**config.mk**
```make
export PLATFORM = sky130hd
export DESIGN_NAME = imm_gen_stage
export DESIGN_NICKNAME = d
export VERILOG_FILES = /design/src/rtl/imm_gen_stage.sv
export SDC_FILE = /design/constraint.sdc
export NUM_CORES = 1
export LEC_CHECK = 0
export ABC_AREA = 1
export CAP_MARGIN = 20
export CORE_AREA = 2 2 75 95
export CTS_CLUSTER_DIAMETER = 200
export CTS_CLUSTER_SIZE = 14
export DETAILED_ROUTE_END_ITERATION = 16
export DIE_AREA = 0 0 77 97
export MAX_ROUTING_LAYER = met4
export PLACE_DENSITY = 0.91
export SETUP_SLACK_MARGIN = 0.2
export SYNTH_ARGS = -nofsm -noshare
export SYNTH_HDL_FRONTEND = slang
export SYNTH_SLANG_ARGS = --single-unit
```
**constraint.sdc**
```tcl
create_clock -name clk -period 2.55 [get_ports clk]
set_input_delay 0.3825 -clock clk [delete_from_list [all_inputs] [get_ports clk]]
set_output_delay 0.3825 -clock clk [all_outputs]
set_load 0.01 [all_outputs]
```
**src/rtl/imm_gen_stage.sv**
```systemverilog
// Registered I/S/B/J/U immediate generator with a 2-entry skid buffer and valid/ready on both sides.
// Define IMM_GEN_ZICSR_EN to decode imm_src 101 as the CSR zimm; otherwise 101 is reserved.
//
// state | meaning
// EMPTY | no entry held, out_valid=0
// FULL  | main entry drives outputs, skid empty
// SKID  | main and skid both valid, in_ready=0
module imm_gen_stage #(
  parameter int XLEN  = 32,
  parameter int SRC_W = 3
) (
  input  logic             clk,
  input  logic             rst_n,
  input  logic             flush,
  input  logic             in_valid,
  output logic             in_ready,
  input  logic [31:0]      instr,
  input  logic [SRC_W-1:0] imm_src,
  output logic             out_valid,
  input  logic             out_ready,
  output logic [XLEN-1:0]  imm,
  output logic             out_illegal
);

  localparam logic [1:0] ST_EMPTY = 2'd0;
  localparam logic [1:0] ST_FULL  = 2'd1;
  localparam logic [1:0] ST_SKID  = 2'd2;

  localparam logic [SRC_W-1:0] SRC_I = SRC_W'(0);
  localparam logic [SRC_W-1:0] SRC_S = SRC_W'(1);
  localparam logic [SRC_W-1:0] SRC_B = SRC_W'(2);
  localparam logic [SRC_W-1:0] SRC_J = SRC_W'(3);
  localparam logic [SRC_W-1:0] SRC_U = SRC_W'(4);
`ifdef IMM_GEN_ZICSR_EN
  localparam logic [SRC_W-1:0] SRC_Z = SRC_W'(5);
`endif

  logic [1:0]      state, state_nxt;
  logic            in_ready_q;
  logic [31:0]     imm32;
  logic [XLEN-1:0] dec_imm;
  logic            dec_ill;
  logic [XLEN-1:0] main_imm, skid_imm;
  logic            main_ill, skid_ill;
  logic            accept, xfer;

  // zimm has bit 31 clear, so the common sign extension also zero-extends it
  always_comb begin
    imm32   = '0;
    dec_ill = 1'b0;
    case (imm_src)
      SRC_I: imm32 = {{20{instr[31]}}, instr[31:20]};
      SRC_S: imm32 = {{20{instr[31]}}, instr[31:25], instr[11:7]};
      SRC_B: imm32 = {{19{instr[31]}}, instr[31], instr[7], instr[30:25], instr[11:8], 1'b0};
      SRC_J: imm32 = {{11{instr[31]}}, instr[31], instr[19:12], instr[20], instr[30:21], 1'b0};
      SRC_U: imm32 = {instr[31:12], 12'b0};
`ifdef IMM_GEN_ZICSR_EN
      SRC_Z: imm32 = {27'b0, instr[19:15]};
`endif
      default: dec_ill = 1'b1;
    endcase
    dec_imm       = {XLEN{imm32[31]}};
    dec_imm[31:0] = imm32;
  end

  assign accept = in_valid & in_ready_q;
  assign xfer   = (state != ST_EMPTY) & out_ready;

  always_comb begin
    state_nxt = state;
    case (state)
      ST_EMPTY: if (accept) state_nxt = ST_FULL;
      ST_FULL: begin
        if (xfer && !accept)      state_nxt = ST_EMPTY;
        else if (!xfer && accept) state_nxt = ST_SKID;
      end
      ST_SKID:  if (out_ready) state_nxt = ST_FULL;
      default:  state_nxt = ST_EMPTY;
    endcase
    if (flush) state_nxt = ST_EMPTY;
  end

  always_ff @(posedge clk) begin
    if (!rst_n) begin
      state      <= ST_EMPTY;
      in_ready_q <= 1'b1;
      main_imm   <= '0;
      main_ill   <= 1'b0;
      skid_imm   <= '0;
      skid_ill   <= 1'b0;
    end else begin
      state      <= state_nxt;
      in_ready_q <= (state_nxt != ST_SKID);
      if (!flush) begin
        case (state)
          ST_EMPTY: if (accept) begin
            main_imm <= dec_imm;
            main_ill <= dec_ill;
          end
          ST_FULL: begin
            if (accept && xfer) begin
              main_imm <= dec_imm;
              main_ill <= dec_ill;
            end else if (accept) begin
              skid_imm <= dec_imm;
              skid_ill <= dec_ill;
            end
          end
          ST_SKID: if (out_ready) begin
            main_imm <= skid_imm;
            main_ill <= skid_ill;
          end
          default: ;
        endcase
      end
    end
  end

  assign in_ready    = in_ready_q;
  assign out_valid   = (state != ST_EMPTY);
  assign imm         = main_imm;
  assign out_illegal = main_ill;

endmodule

```
# After elaboration in Yosys (flattened, before gate mapping)

Index checks and enable logic that the tools add are counted.

Input bits: 40
Output and inout bits: 35
Flip-flop bits (word level): 69

Reductions and logical operators: 12
Equal/unequal tests: 10
Bitwise logic cells: 4
Multiplexer cells: 16

Operators with widths:

| cell               | count |
|---|---|
| $pmux 32 s5        | 1 |
| $mux 32            | 3 |
| $pmux 32 s3        | 1 |
| $mux 2             | 5 |
| $ne 2x2->1 const B | 4 |
| $eq 3x2->1 const B | 2 |
| $pmux 2 s3         | 1 |
| $reduce_and 5->1   | 1 |
| $reduce_or 5->1    | 1 |
| $mux 1             | 4 |
| $reduce_and 4->1   | 1 |
| $eq 3x1->1 const B | 1 |
| $eq 3x3->1 const B | 1 |
| $logic_and 1x1->1  | 3 |
| $logic_not 3->1    | 1 |
| $pmux 1 s3         | 1 |
| $reduce_bool 3->1  | 1 |
| $and 1x1->1        | 2 |
| $eq 2x1->1 const B | 1 |
| $eq 2x2->1 const B | 1 |
| $logic_not 1->1    | 2 |
| $logic_not 2->1    | 1 |
| $not 1->1          | 2 |
| $reduce_bool 2->1  | 1 |

# Longest topological paths before layout

Depth in word-level cells: 9
Depth in mapped cells: 9

# Least setup slack after synthesis

OpenSTA, ideal clock, no wires.

Kind: in2reg
From: input port out_ready
To: register skid_imm[0]
Path slack: 1269 ps
Data arrival time: 1149 ps
Stages: 8
Path buffers: 2
Required time: 2418 ps
Library setup time: 132 ps
Path through: inv_1 nand2_1 nor2_2 nand3_2 buf_4 buf_4 nand2_1 a21oi_1

Word-level cells in the longest chain between the ends: 4

Ends and longest elaborated chain:

| item                       | line | RTL |
|---|---|---|
| start, declared            | 20   | `input logic out_ready,` |
| $and 1x1->1                | 67   | `assign xfer = (state != ST_EMPTY) & out_ready;` |
| $logic_and 1x1->1          | 101  | `if (accept && xfer) begin` |
| $not 1->1 (no line)        | --   |  |
| $reduce_and 4->1 (no line) | --   |  |
| end signal, assigned       | 105  | `skid_imm <= dec_imm;` |
| end, declared              | 43   | `logic [XLEN-1:0] main_imm, skid_imm;` |

No other way between the ends.
A chain may end at the register's enable or synchronous reset.

# Final worst setup path

From: register state[1]
To: output port out_valid

Word-level cells in the longest chain between the ends: 1

Ends and longest elaborated chain:

| item                   | line | RTL |
|---|---|---|
| start, declared        | 38   | `logic [1:0] state, state_nxt;` |
| start signal, assigned | 92   | `state <= state_nxt;` |
| $reduce_bool 2->1      | 120  | `assign out_valid = (state != ST_EMPTY);` |
| end, declared          | 19   | `output logic out_valid,` |

No other way between the ends.

==> insert_results.sql <==
INSERT INTO impl_metrics (metric_group, metric, value, unit) VALUES
('synthesis', 'syn_area_per_cell', '6.430', 'um^2'),
('cts', 'cts_max_path_buffers', '2', ''),
('placement', 'gp_routability_congestion', '0.8762', ''),
('routing', 'wl_per_cell', '13.20', 'um'),
('synthesis', 'synth-edff-count', '0', ''),
('timing', 'grt_setup_unrepaired', 'false', ''),
('min_path', 'timing.hold.worst.class', 'reg -> reg', ''),
('cts', 'cts_made_buffers', '9', ''),
('critical_path', 'crit_path_arrival_time', '1.51', 'ns'),
('critical_path', 'cp_slowest_cell', 'clkdlybuf4s50_1', ''),
('floorplanning', 'die_area', '7469', 'um^2'),
('min_path', 'min_delay_path_depth', '2', ''),
('power_and_ir_drop', 'report.power.total', '2.409', 'mW'),
('cts', 'htree_num_levels', '3', ''),
('timing', 'max_clock_freq', '528.2', 'MHz'),
('floorplanning', 'die_width', '77', 'um'),
('min_path', 'min-delay-start', 'skid_ill', ''),
('timing', 'final_report_max_slew_violation_count', '0', ''),
('cells_and_area', 'layout.nets', '646', ''),
('placement', 'placement.setup.worst_slack', '0.4035', 'ns'),
('outcome', 'outcome', 'finished, final reports clean', ''),
('timing', 'finalSetupViolCount', '0', ''),
('critical_path', 'critical_path_buf_inv_count', '2', ''),
('critical_path', 'crit_path_max_fanout', '6', ''),
('cells_and_area', 'fillCellCount', '595', ''),
('synthesis', 'yosysWarnings', '0', ''),
('cts', 'post-cts-setup-buffer-count', '0', ''),
('global_routing', 'gr-max-usage-layer', 'met2', ''),
('critical_path', 'worst_r2r_endpoint', 'imm[16]', ''),
('cts', 'clockRootBuffer', 'clkbuf_8', ''),
('global_routing', 'gr-usage-met2', '0.4372', ''),
('timing', 'max-slew-margin-rel', '0.5752', ''),
('global_routing', 'grt_pass1_wl', '15.18', 'mm'),
('synthesis', 'synth_fp_nets', '593', ''),
('timing', 'worst-slew-pin-transition', '0.6366', 'ns'),
('min_path', 'hold_end', 'skid_ill', ''),
('placement', 'buffer_ports.inserted', '67', ''),
('synthesis', 'syn-cell-area', '3556', 'um^2'),
('cells_and_area', 'utilization', '0.6718', ''),
('floorplanning', 'ios', '75', ''),
('cells_and_area', 'synthToLayoutAreaGrowth', '23.26', '%'),
('routing', 'via_per_inst', '5.415', ''),
('power_and_ir_drop', 'power_density', '549.6', 'nW/um^2'),
('routing', 'drt.antenna.violating_nets', '0', ''),
('critical_path', 'type_of_element_capturing_the_critical_path', 'output port', ''),
('synthesis', 'synth.yosys.seq_area_share', '0.3885', ''),
('timing', 'fin_tns_setup', '0', 'ns'),
('routing', 'route.vias.total', '3774', ''),
('timing', 'post-route-worst-setup-slack', '0.6569', 'ns'),
('critical_path', 'reg2regPathDepth', '9', ''),
('cts', 'tritoncts_num_sinks', '69', ''),
('critical_path', 'worst-r2r-setup-slack', '0.79', 'ns'),
('power_and_ir_drop', 'ir_drop', '0.3102', 'mV'),
('floorplanning', 'die-height', '97', 'um'),
('floorplanning', 'placeableCoreArea', '6524', 'um^2'),
('cts', 'clk_pin_slew_worst_paths', '0.07', 'ns'),
('routing', 'first_iter_violations', '406', ''),
('global_routing', 'groute.layer.met3.usage', '0.05037', ''),
('critical_path', 'critical_path.cell_chain', 'nor2_1, inv_1, clkdlybuf4s50_1', ''),
('synthesis', 'synth_seq_cells', '69', ''),
('critical_path', 'timing.critical_path.max_delay_family', 'buffers and inverters', ''),
('synthesis', 'netlist.top_cell.by_area', 'dfxtp_1', ''),
('timing', 'hold_violation_total_from_the_final_report', '0', ''),
('global_routing', 'initial_antenna_violation_count', '0', ''),
('global_routing', 'grt_overflow_total', '0', ''),
('cts', 'cts_resized', '0', ''),
('power_and_ir_drop', 'power.leakage', '1.830', 'nW'),
('global_routing', 'grt_max_degree', '38', ''),
('critical_path', 'crit_required', '2.17', 'ns'),
('global_routing', 'first_global_vias', '3382', ''),
('synthesis', 'ys_dominant_reg_cell', 'dfxtp_1', '');
==> routing by layer <==
| layer | vias to the layer above | part of all wire |
|---|---|---|
| li1 | 1862 | - |
| met1 | 1730 | 0.42 |
| met2 | 164 | 0.50 |
| met3 | 18 | 0.062 |
| met4 | 0 | 0.018 |
| met5 | - | 0 |
==> worst min-delay path, delay by kind of cell, from the launching register on <==
family | cells | cell delay, ns
compound gates | 1 | 0.06
flops | 1 | 0.30
buf+inv | 1 | 0.06
==> sequential cells by signal (all words and copies together) (netlist names) <==
register     count
state            2
imm             32
in_ready         1
skid_imm        32
skid_ill         1
out_illegal      1
==> report_power, final <==
part           leakage (nW)  switching, mW  internal, mW
sequential            0.561         0.0189          1.12
clock                0.0968          0.386         0.502
combinational          1.17          0.214         0.173
==> layout make-up <==
cell class | count | area, um^2 | share of cell area
clock buffers | 14 | 162.7 | 0.03711
clock inverters | 1 | 30.03 | 0.006851
inverters | 50 | 187.7 | 0.04282
multi-input cells | 396 | 1744 | 0.3979
flip-flops and latches | 69 | 1381 | 0.3152
well taps | 87 | 108.9 | 0.02484
repair buffers | 80 | 768.2 | 0.1753
==> per-stage QoR <==
step | cells | instance area, um^2
2_1_floorplan | 553 | 3556
3_3_place_gp | 682 | 4190
3_5_place_dp | 682 | 4190
4_1_cts | 697 | 4383
5_1_grt | 697 | 4383
6_report | 697 | 4383
==> cells in the final DEF, fill, tap and decap left out <==
master and count:
buf_4 13, inv_1 46, nand3_1 35, nor2_8 1
nand3_2 1, nor3_1 15, nand4_1 10, nor2_2 1
o21ai_1 6, nand2_1 163, nand3_4 1, clkinv_1 1
inv_2 3, dfxtp_1 69, nand2_2 2, bufinv_16 1
nand2_4 1, clkbuf_8 11, o21ai_0 36, a21oi_1 53
clkdlybuf4s50_1 67, nor2_1 71, clkbuf_1 3
==> cells by family (layout without fill, tap and decap cells) <==
kind of cell,count (synthesis),after routing,share of synthesized area
and+or+nand+nor,301,301,0.3568
buffers and inverters,88,145,0.1210
AOI/OAI and AO/OA,95,95,0.1337
DFF,69,69,0.3885
==> worst max-delay path by stage <==
stage | slack, ns | from | depth (start not counted) | to
after floorplan | 1.27 | out_ready | 8 | skid_imm[0]
after global placement | 0.42 | out_ready | 10 | imm[18]
after detailed placement | 0.40 | out_ready | 10 | imm[11]
after CTS | 0.63 | state[1] | 3 | out_valid
after global routing | 0.50 | out_ready | 10 | imm[13]
final | 0.66 | state[1] | 3 | out_valid
Power figures use the tool's default switching activity.
